**src/rtl/microwave_power_ctrl.sv**
```systemverilog
`default_nettype none
// ============================================================================
//  Module      : microwave_power_ctrl
//  Description : Microwave oven controller. Takes keypad time entry and a
//                power level, counts down mm:ss in BCD and drives the
//                magnetron with a per-window duty cycle. Handles pause/resume,
//                the door interlock and a completion flag.
//                Optional feature macro: MW_QUICK_START_EN (start at 0:00
//                loads 0:30 and begins cooking).
//  Revision    : 1.0 - initial release
// ============================================================================
module microwave_power_ctrl #(
  parameter int MIN_DIGITS    = 1,
  parameter int TICKS_PER_SEC = 50_000_000,
  parameter int DUTY_WINDOW   = 10
) (
  input  logic                    clk,
  input  logic                    reset,
  input  logic                    startn,
  input  logic                    stopn,
  input  logic                    clearn,
  input  logic                    door_closed,
  input  logic [9:0]              keypad,
  input  logic                    power_key,
  output logic [3:0]              sec_ones,
  output logic [3:0]              sec_tens,
  output logic [4*MIN_DIGITS-1:0] minutes,
  output logic [3:0]              power_level,
  output logic                    mag_on,
  output logic                    running,
  output logic                    done
);

  localparam int C_PW = (TICKS_PER_SEC > 1) ? $clog2(TICKS_PER_SEC) : 1;
  localparam int C_WW = (DUTY_WINDOW > 1) ? $clog2(DUTY_WINDOW) : 1;
  localparam int C_MW = 4 * MIN_DIGITS;

  localparam logic [C_PW-1:0] c_TICK_LAST = C_PW'(TICKS_PER_SEC - 1);
  localparam logic [C_WW-1:0] c_WIN_LAST  = C_WW'(DUTY_WINDOW - 1);
  localparam logic [3:0]      c_PWR_MAX   = 4'(DUTY_WINDOW);

  typedef enum logic [1:0] {
    S_IDLE   = 2'd0,
    S_COOK   = 2'd1,
    S_PAUSED = 2'd2,
    S_DONE   = 2'd3
  } state_t;

  state_t            state_q, state_d;
  logic [3:0]        sec_ones_q, sec_ones_d;
  logic [3:0]        sec_tens_q, sec_tens_d;
  logic [C_MW-1:0]   minutes_q, minutes_d;
  logic [3:0]        power_q, power_d;
  logic              arm_q, arm_d;
  logic [C_PW-1:0]   presc_q, presc_d;
  logic [C_WW-1:0]   window_q, window_d;
  logic              mag_q, mag_d;
  logic              startn_prev_q, startn_prev_d;
  logic              stopn_prev_q, stopn_prev_d;
  logic              clearn_prev_q, clearn_prev_d;
  logic              power_key_prev_q, power_key_prev_d;
  logic [9:0]        keypad_prev_q, keypad_prev_d;

  logic              w_start_ev, w_stop_ev, w_clear_ev, w_pk_ev, w_key_ev;
  logic              w_key_single;
  logic [3:0]        w_key_digit;
  logic              w_time_zero;
  logic [3:0]        w_dec_ones, w_dec_tens;
  logic [C_MW-1:0]   w_dec_min;
  logic              w_dec_zero;
  logic              w_borrow;
  logic [C_MW-1:0]   w_shift_min;

  // Edge events: each fires only on the first active cycle of an input.
  always_comb begin
    w_start_ev   = startn_prev_q & ~startn;
    w_stop_ev    = stopn_prev_q & ~stopn;
    w_clear_ev   = clearn_prev_q & ~clearn;
    w_pk_ev      = ~power_key_prev_q & power_key;
    w_key_single = (keypad != 10'd0) && ((keypad & (keypad - 10'd1)) == 10'd0);
    w_key_ev     = (keypad_prev_q == 10'd0) && w_key_single;
    w_key_digit  = 4'd0;
    for (int i = 0; i < 10; i++) begin
      if (keypad[i]) w_key_digit = 4'(i);
    end
  end

  // One-second BCD decrement with borrow chain, plus the keypad shift-in value.
  always_comb begin
    w_dec_ones = sec_ones_q - 4'd1;
    w_dec_tens = sec_tens_q;
    w_dec_min  = minutes_q;
    w_borrow   = 1'b0;
    if (sec_ones_q == 4'd0) begin
      w_dec_ones = 4'd9;
      if (sec_tens_q != 4'd0) begin
        w_dec_tens = sec_tens_q - 4'd1;
      end else begin
        w_dec_tens = 4'd5;
        w_borrow   = 1'b1;
      end
    end
    for (int i = 0; i < MIN_DIGITS; i++) begin
      if (w_borrow) begin
        if (minutes_q[4*i +: 4] != 4'd0) begin
          w_dec_min[4*i +: 4] = minutes_q[4*i +: 4] - 4'd1;
          w_borrow            = 1'b0;
        end else begin
          w_dec_min[4*i +: 4] = 4'd9;
        end
      end
    end
    w_dec_zero  = (w_dec_ones == 4'd0) && (w_dec_tens == 4'd0) && (w_dec_min == '0);
    w_time_zero = (sec_ones_q == 4'd0) && (sec_tens_q == 4'd0) && (minutes_q == '0);

    // Top minute digit falls off; old sec_tens enters the lowest minute digit.
    w_shift_min = minutes_q;
    for (int i = 1; i < MIN_DIGITS; i++) begin
      w_shift_min[4*i +: 4] = minutes_q[4*(i-1) +: 4];
    end
    w_shift_min[3:0] = sec_tens_q;
  end

  // Next-state, time, power and counter logic in event-priority order.
  always_comb begin
    state_d          = state_q;
    sec_ones_d       = sec_ones_q;
    sec_tens_d       = sec_tens_q;
    minutes_d        = minutes_q;
    power_d          = power_q;
    arm_d            = arm_q;
    presc_d          = presc_q;
    window_d         = window_q;
    startn_prev_d    = startn;
    stopn_prev_d     = stopn;
    clearn_prev_d    = clearn;
    power_key_prev_d = power_key;
    keypad_prev_d    = keypad;

    if (w_clear_ev) begin
      state_d    = S_IDLE;
      sec_ones_d = 4'd0;
      sec_tens_d = 4'd0;
      minutes_d  = '0;
      power_d    = c_PWR_MAX;
      arm_d      = 1'b0;
      presc_d    = '0;
      window_d   = '0;
    end else begin
      case (state_q)
        S_IDLE: begin
          if (w_start_ev) begin
            // A cook always begins with power entry disarmed.
            if (!w_time_zero && door_closed) begin
              state_d  = S_COOK;
              presc_d  = '0;
              window_d = '0;
              arm_d    = 1'b0;
            end
`ifdef MW_QUICK_START_EN
            else if (w_time_zero && door_closed) begin
              state_d    = S_COOK;
              sec_ones_d = 4'd0;
              sec_tens_d = 4'd3;
              presc_d    = '0;
              window_d   = '0;
              arm_d      = 1'b0;
            end
`endif
          end else begin
            if (w_key_ev) begin
              if (arm_q) begin
                power_d = (w_key_digit == 4'd0) ? c_PWR_MAX : w_key_digit;
                arm_d   = 1'b0;
              end else begin
                sec_ones_d = w_key_digit;
                sec_tens_d = sec_ones_q;
                minutes_d  = w_shift_min;
              end
            end
            if (w_pk_ev) arm_d = 1'b1;
          end
        end
        S_COOK: begin
          // Stop or door open freezes the partial second exactly where it is.
          if (w_stop_ev || !door_closed) begin
            state_d = S_PAUSED;
          end else if (presc_q == c_TICK_LAST) begin
            presc_d    = '0;
            window_d   = (window_q == c_WIN_LAST) ? '0 : window_q + 1'b1;
            sec_ones_d = w_dec_ones;
            sec_tens_d = w_dec_tens;
            minutes_d  = w_dec_min;
            if (w_dec_zero) state_d = S_DONE;
          end else begin
            presc_d = presc_q + 1'b1;
          end
        end
        S_PAUSED: begin
          if (w_stop_ev) begin
            state_d    = S_IDLE;
            sec_ones_d = 4'd0;
            sec_tens_d = 4'd0;
            minutes_d  = '0;
          end else if (w_start_ev && door_closed) begin
            state_d = S_COOK;
          end
        end
        S_DONE: begin
          if (!door_closed) begin
            state_d = S_IDLE;
          end else if (w_key_ev) begin
            state_d    = S_IDLE;
            sec_ones_d = w_key_digit;
            sec_tens_d = 4'd0;
            minutes_d  = '0;
          end
        end
        default: state_d = S_IDLE;
      endcase
    end

    // Drive is computed from the post-edge state so it tracks running exactly.
    mag_d = (state_d == S_COOK) && (8'(window_d) < 8'(power_d));
  end

  // State and datapath registers with synchronous reset.
  always_ff @(posedge clk) begin
    if (reset) begin
      state_q          <= S_IDLE;
      sec_ones_q       <= 4'd0;
      sec_tens_q       <= 4'd0;
      minutes_q        <= '0;
      power_q          <= c_PWR_MAX;
      arm_q            <= 1'b0;
      presc_q          <= '0;
      window_q         <= '0;
      mag_q            <= 1'b0;
      startn_prev_q    <= 1'b1;
      stopn_prev_q     <= 1'b1;
      clearn_prev_q    <= 1'b1;
      power_key_prev_q <= 1'b0;
      keypad_prev_q    <= 10'd0;
    end else begin
      state_q          <= state_d;
      sec_ones_q       <= sec_ones_d;
      sec_tens_q       <= sec_tens_d;
      minutes_q        <= minutes_d;
      power_q          <= power_d;
      arm_q            <= arm_d;
      presc_q          <= presc_d;
      window_q         <= window_d;
      mag_q            <= mag_d;
      startn_prev_q    <= startn_prev_d;
      stopn_prev_q     <= stopn_prev_d;
      clearn_prev_q    <= clearn_prev_d;
      power_key_prev_q <= power_key_prev_d;
      keypad_prev_q    <= keypad_prev_d;
    end
  end

  // The door gate is combinational so the magnetron drops in the same cycle.
  always_comb begin
    sec_ones    = sec_ones_q;
    sec_tens    = sec_tens_q;
    minutes     = minutes_q;
    power_level = power_q;
    mag_on      = mag_q & door_closed;
    running     = (state_q == S_COOK);
    done        = (state_q == S_DONE);
  end

endmodule
`default_nettype wire

```
**config.mk**
```make
export PLATFORM = sky130hd
export DESIGN_NAME = microwave_power_ctrl
export DESIGN_NICKNAME = d
export VERILOG_FILES = /design/src/rtl/microwave_power_ctrl.sv
export SDC_FILE = /design/constraint.sdc
export NUM_CORES = 1
export LEC_CHECK = 0
export BUFFER_PORTS_ARGS = -buffer_cell sky130_fd_sc_hd__buf_2
export CAP_MARGIN = 5
export CORE_AREA = 2 2 95 97
export CTS_CLUSTER_SIZE = 14
export DETAILED_ROUTE_END_ITERATION = 8
export DIE_AREA = 0 0 97 99
export PLACE_DENSITY_LB_ADDON = 0.08
export SLEW_MARGIN = 10
export SYNTH_ARGS = -nofsm -noshare
export SYNTH_HDL_FRONTEND = slang
export SYNTH_SLANG_ARGS = --single-unit
```
**constraint.sdc**
```tcl
create_clock -name clk -period 3.1 [get_ports clk]
set_input_delay 0.31 -clock clk [delete_from_list [all_inputs] [get_ports clk]]
set_output_delay 0.31 -clock clk [all_outputs]
set_load 0.05 [all_outputs]
```
# Word level (Yosys, flattened, before mapping)
# Index checks and enable logic that the tools add are counted.
[op_classes]
addsub = 6
n_lt_le_gt_ge = 1
n_eq_ne = 17
muxes = 72
bitwise = 10
n_reduce_logical = 31
[op_table]
columns = ["cell", "count"]
rows = [
  ["$mux 4", 45],
  ["$mux 26", 4],
  ["$pmux 26 s2", 1],
  ["$pmux 4 s4", 3],
  ["$logic_not 4->1", 7],
  ["$add 26x1->26 const B", 1],
  ["$eq 26x26->1 const B", 1],
  ["$logic_not 10->1", 2],
  ["$mux 2", 10],
  ["$ne 2x2->1 const B", 8],
  ["$sub 4x1->4 const B", 3],
  ["$and 10x10->10", 1],
  ["$reduce_bool 10->1", 1],
  ["$sub 10x1->10 const B", 1],
  ["$logic_and 1x1->1", 9],
  ["$pmux 2 s4", 1],
  ["$pmux 4 s2", 1],
  ["$reduce_and 8->1", 1],
  ["$reduce_bool 4->1", 2],
  ["$mux 1", 7],
  ["$ne 2x1->1 const B", 3],
  ["$and 1x1->1", 5],
  ["$add 4x1->4 const B", 1],
  ["$eq 2x1->1 const B", 2],
  ["12 further kinds", 17],
]
[word_totals]
register_bits = 64
input_bits = 17
out_inout_bits = 19
word_cells = 151

# Longest topological paths before layout
[logic_depth]
word_depth = 18
depth_mapped = 13
ltp_nobuf = 13

# Worst setup path after synthesis
# No wires, ideal clock.
[synth_timing]
path_kind = "register -> register"
start = "register sec_ones_q[0], in the netlist sec_ones[0]"
end = "register mag_q"
setup_time_ns = 0.116
arrival_time_ns = 2.739
required_time_ns = 2.984
path_slack_ns = 0.245
path_stages_with_launch = 13
n_path_buf = 0
period_less_slack_ns = 2.855
path_cell_list = "dfxtp_1 -> inv_1 -> ha_1 -> nor4b_1 -> a31o_2 -> a21oi_2 -> o21ai_0 -> nand2_1 -> a21oi_1 -> ha_1 -> o211a_1 -> o41ai_1 -> and4_1"
[synth_between]
elab_cells_between_ends = 29
classes_between = "1 x add/sub; 1 x order compare; 1 x eq/ne; 15 x mux; 11 x reduce/logical"
[synth_rtl]
columns = ["item", "line_no", "text"]
rows = [
  ["start, declared", "50", "logic [3:0] sec_ones_q, sec_ones_d;"],
  ["start signal, assigned", "246", "sec_ones_q <= sec_ones_d;"],
  ["$logic_not 4->1", "114", "w_time_zero = (sec_ones_q == 4'd0) && (sec_tens_q == 4'd0) && (minutes_q == '0);"],
  ["$logic_and 1x1->1 (2 in a row)", "114", ""],
  ["$logic_not 1->1", "154", "if (!w_time_zero && door_closed) begin"],
  ["$logic_and 1x1->1", "154", ""],
  ["$mux 4", "154", ""],
  ["$mux 4", "152", "if (w_start_ev) begin"],
  ["$pmux 4 s2", "150", "case (state_q)"],
  ["$mux 4", "140", "if (w_clear_ev) begin"],
  ["via window_d[2]", "56", "logic [C_WW-1:0] window_q, window_d;"],
  ["$lt 4x4->1", "224", "mag_d = (state_d == S_COOK) && (8'(window_d) < 8'(power_d));"],
  ["$logic_and 1x1->1", "224", ""],
  ["end signal, assigned", "253", "mag_q <= mag_d;"],
  ["end, declared", "57", "logic mag_q, mag_d;"],
]
# The timed path passes the listed nets, and every way through them passes these cells.
# A chain may end at the register's enable or synchronous reset.

# Final worst setup path
[layout_timing]
start = "register presc_q[0]"
end = "register mag_q"
[layout_between]
elab_chain_cells = 7
elab_cells_between_ends = 12
classes_between = "1 x order compare; 2 x eq/ne; 8 x mux; 1 x reduce/logical"
[layout_lines]
columns = ["item", "line_no", "text"]
rows = [
  ["start, declared", "55", "logic [C_PW-1:0] presc_q, presc_d;"],
  ["start signal, assigned", "251", "presc_q <= presc_d;"],
  ["$eq 26x26->1", "188", "end else if (presc_q == c_TICK_LAST) begin"],
  ["$mux 4", "188", ""],
  ["$mux 4", "186", "if (w_stop_ev || !door_closed) begin"],
  ["$pmux 4 s2", "150", ""],
  ["$mux 4", "140", ""],
  ["via window_d[3]", "56", ""],
  ["$lt 4x4->1", "224", ""],
  ["$logic_and 1x1->1", "224", ""],
]
# The timed path passes the listed nets, and every way through them passes these cells.

==> out/summary.txt <==
Via Count: 3329
Port Buffer Count: 35
Layout Cells excl Fill: 598
Crit path time final: 2.84 ns
Cells after Synth: 444
Slowest stage delay, CP: 0.57 ns
H-tree depth: 3
Top sig layer: met5
Routed met3 length: 348 um
Synth cell types: 62
Top FF cell, synth: dfxtp_1
Yosys reg bits: 64
Hold Vio Cnt, Final: 0
Layout cells sized above 1: 17.3%
Initial DRC count: 137
Post-CTS sizing: 0
Critical Path Fanout Max: 7
Fillers: 855
Pleak: 1.62 nW
IO Count: 36
Area of the multi-input gates: 2150 um2
Wire per inst: 15.0 um
Initial core utilization: 41.7%
Power per Cell Area: 394 nW/um2
Clk buf depth: 2
Post-route ant nets: 0
CP Data Required Time: 3.34 ns
# setup viols final: 0
Final Max Tran Viols: 0
Register area: 1280 um2
Final GP Congestion: 0.849
RSZ-0062 raised after global routing: no
Most frequent cells in the layout: nor2_1 (64), dfxtp_1 (64), nand2_1 (41)
Post-CTS Hold Buffers: 0
Crit-path slowest cell: or4_4
All-Layer GR Usage: 19.3%
Synthesized area per cell: 8.03 um2
Worst VDD drop: 206 uV
Crit path buf inv count: 0
Metal2 WL: 4.30 mm
Cells along the critical path: ha_1, and3_1, nand4_1, or4_4, o21ai_0, o31ai_1, nand2_1, a21oi_1, ha_1, o211a_1, o41ai_2, and4_1
Post-synth EDFFs: 0
Routed length on met1: 4.17 mm
# DRC: 0
Mapped cell area: 3570 um2
Top cell by count, worst path: ha_1
Die ar.: 9600 um2
CTS tree: built
Worst skew pair latency: 0.34 ns
Clock transition at the registers of the reported paths: 0.07 ns
Die height: 99 um
DRT Wirelength: 8.99 mm
Largest net degree at the start of global routing: 25
Initial antenna violation count: 1
Worst hold path type: input pin to register
CTS buffer count: 9
Worst Path Arrival: 3.09 ns
Syn-to-layout area delta: 14.9%
Die width: 97 um
Worst setup path class: register to register
Final period util: 91.7%
Worst-margin pin slew: 0.724 ns
Ant. Diodes: 0
Worst setup SP type: register
Status: finished, final reports clean
Post-CTS Repair Setup Buffers: 0
First-pass GRT wire length: 15.1 mm
DRT Pass-1 Iters: 4
Placed Cells: 583
Placement Rows: 34
Root Driver: clkbuf_8
Setup Skew: 0.0112 ns
Worst Setup End Kind: register
Setup_tns: 0 ns
Vias in the first global route: 3250
TritonCTS sink count: 64
Sequential share of the synthesized area: 35.9%
Nets: 516
Vias/cell: 5.57
Async set-reset flop share out of synthesis: 0%
Area of the core: 8550 um2
Syn nets: 474
Maximum operating frequency: 0.352 GHz
Final HPWL DP: 6.51 mm
Grt total ovfl: 0
CP top delay family: simple AND/OR/NAND/NOR gates
Max_slew headroom: 51.6%
Max-Cap Viols: 0
Ys Warns: 0
==> Yosys cell counts (3+ instances only) <==
cell       instances  share of area, %
and2_1             6               1.1
or3_1              4              0.70
nand2_1           41               4.3
o21ai_0           18               2.5
nand2b_1           6               1.1
nand4_1           10               1.8
nor3_1            13               1.8
ha_1              13               4.6
xor2_1            17               4.2
a2111oi_0          3              0.74
nor2b_1           15               2.6
inv_1             15               1.6
buf_1              4              0.42
clkbuf_1          13               1.4
nand3_1           10               1.4
mux2i_1            4               1.1
and3_1            13               2.3
dfxtp_1           64                36
a21oi_1           21               2.9
xnor2_1            4              0.98
a22oi_1            7               1.5
a31oi_1            3              0.53
or2_2              4              0.70
a211oi_1           9               1.9
o31ai_1            7               1.5
nor4_1             6               1.1
nor2_1            64               6.7
a32o_1             5               1.4
==> state kept, by name, indices dropped and copies added, names as in the netlist <==
name and count:
presc_q 26, window_q 4, mag_q 1, arm_q 1
startn_prev_q 1, power_key_prev_q 1, sec_tens 4, sec_ones 4
state_q 2, keypad_prev_q 10, stopn_prev_q 1, clearn_prev_q 1
power_level 4, minutes 4
==> routing by layer <==
metal,global-route usage [%],up-vias
li1,-,1667
met1,22.8,1589
met2,33.4,56
met3,4.96,15
met4,7.80,2
met5,0,-
==> worst paths after layout <==
path | start | endpoint | slack [ns] | cells past startpoint
max | presc_q[0] | mag_q | 0.26 | 12
min | stopn | stopn_prev_q | 0.16 | 2
max reg2reg | presc_q[0] | mag_q | 0.26 | 12
min reg2reg | presc_q[20] | presc_q[20] | 0.51 | 2
==> metrics by stage <==
stage / power, W / area (um2) / util, % / worst slack, ns / hold WS [ns]
after floorplan: 0.000935 / 3570 / - / 0.245 / 0.417
after CTS: 0.00164 / 4090 / 47.8 / 0.149 / 0.147
after global routing: 0.00169 / 4100 / 48.0 / 0.0229 / 0.162
after global placement: 0.000983 / 3920 / 45.8 / 0.250 / 0.480
final: 0.00162 / 4100 / 48.0 / 0.256 / 0.161
after detailed placement: 0.000983 / 3920 / 45.8 / 0.166 / 0.494
==> power by group <==
group	leakage [nW]	switching (W)	internal [W]
Sequential	0.520	0.00000557	0.000834
Clock	0.0882	0.000323	0.000327
Combinational	1.01	0.0000836	0.0000424
Total	1.62	0.000412	0.00120
==> area by class of cell <==
cell class	instances	area share, %
Inverter	15	1.37
Sequential cell	64	31.2
Clock buffer	12	3.78
Clock inverter	3	0.427
Tap cell	108	3.30
Timing Repair Buffer	52	7.38
Multi-Input combinational cell	344	52.5
==> cells by family (layout without fill, tap and decap cells) <==
| kind of cell | after synthesis | count (layout) | synth area share, % |
|---|---|---|---|
| simple gates | 210 | 210 | 30.1 |
| buf+inv | 36 | 82 | 4.07 |
| flops | 64 | 64 | 35.9 |
| mux | 5 | 5 | 1.54 |
| fa+ha+maj | 13 | 13 | 4.56 |
| compound gates | 95 | 95 | 18.7 |
| xor+xnor | 21 | 21 | 5.16 |
==> worst reg2reg max path, stage by stage, from the launching register on <==
cell     delay (ns)
dfxtp_1        0.38
ha_1           0.20
and3_1         0.24
nand4_1        0.17
or4_4          0.57
o21ai_0        0.18
o31ai_1        0.09
nand2_1        0.08
a21oi_1        0.07
ha_1           0.34
o211a_1        0.16
o41ai_2        0.06
and4_1         0.21
Note: power is estimated with default switching activity, not from simulation.
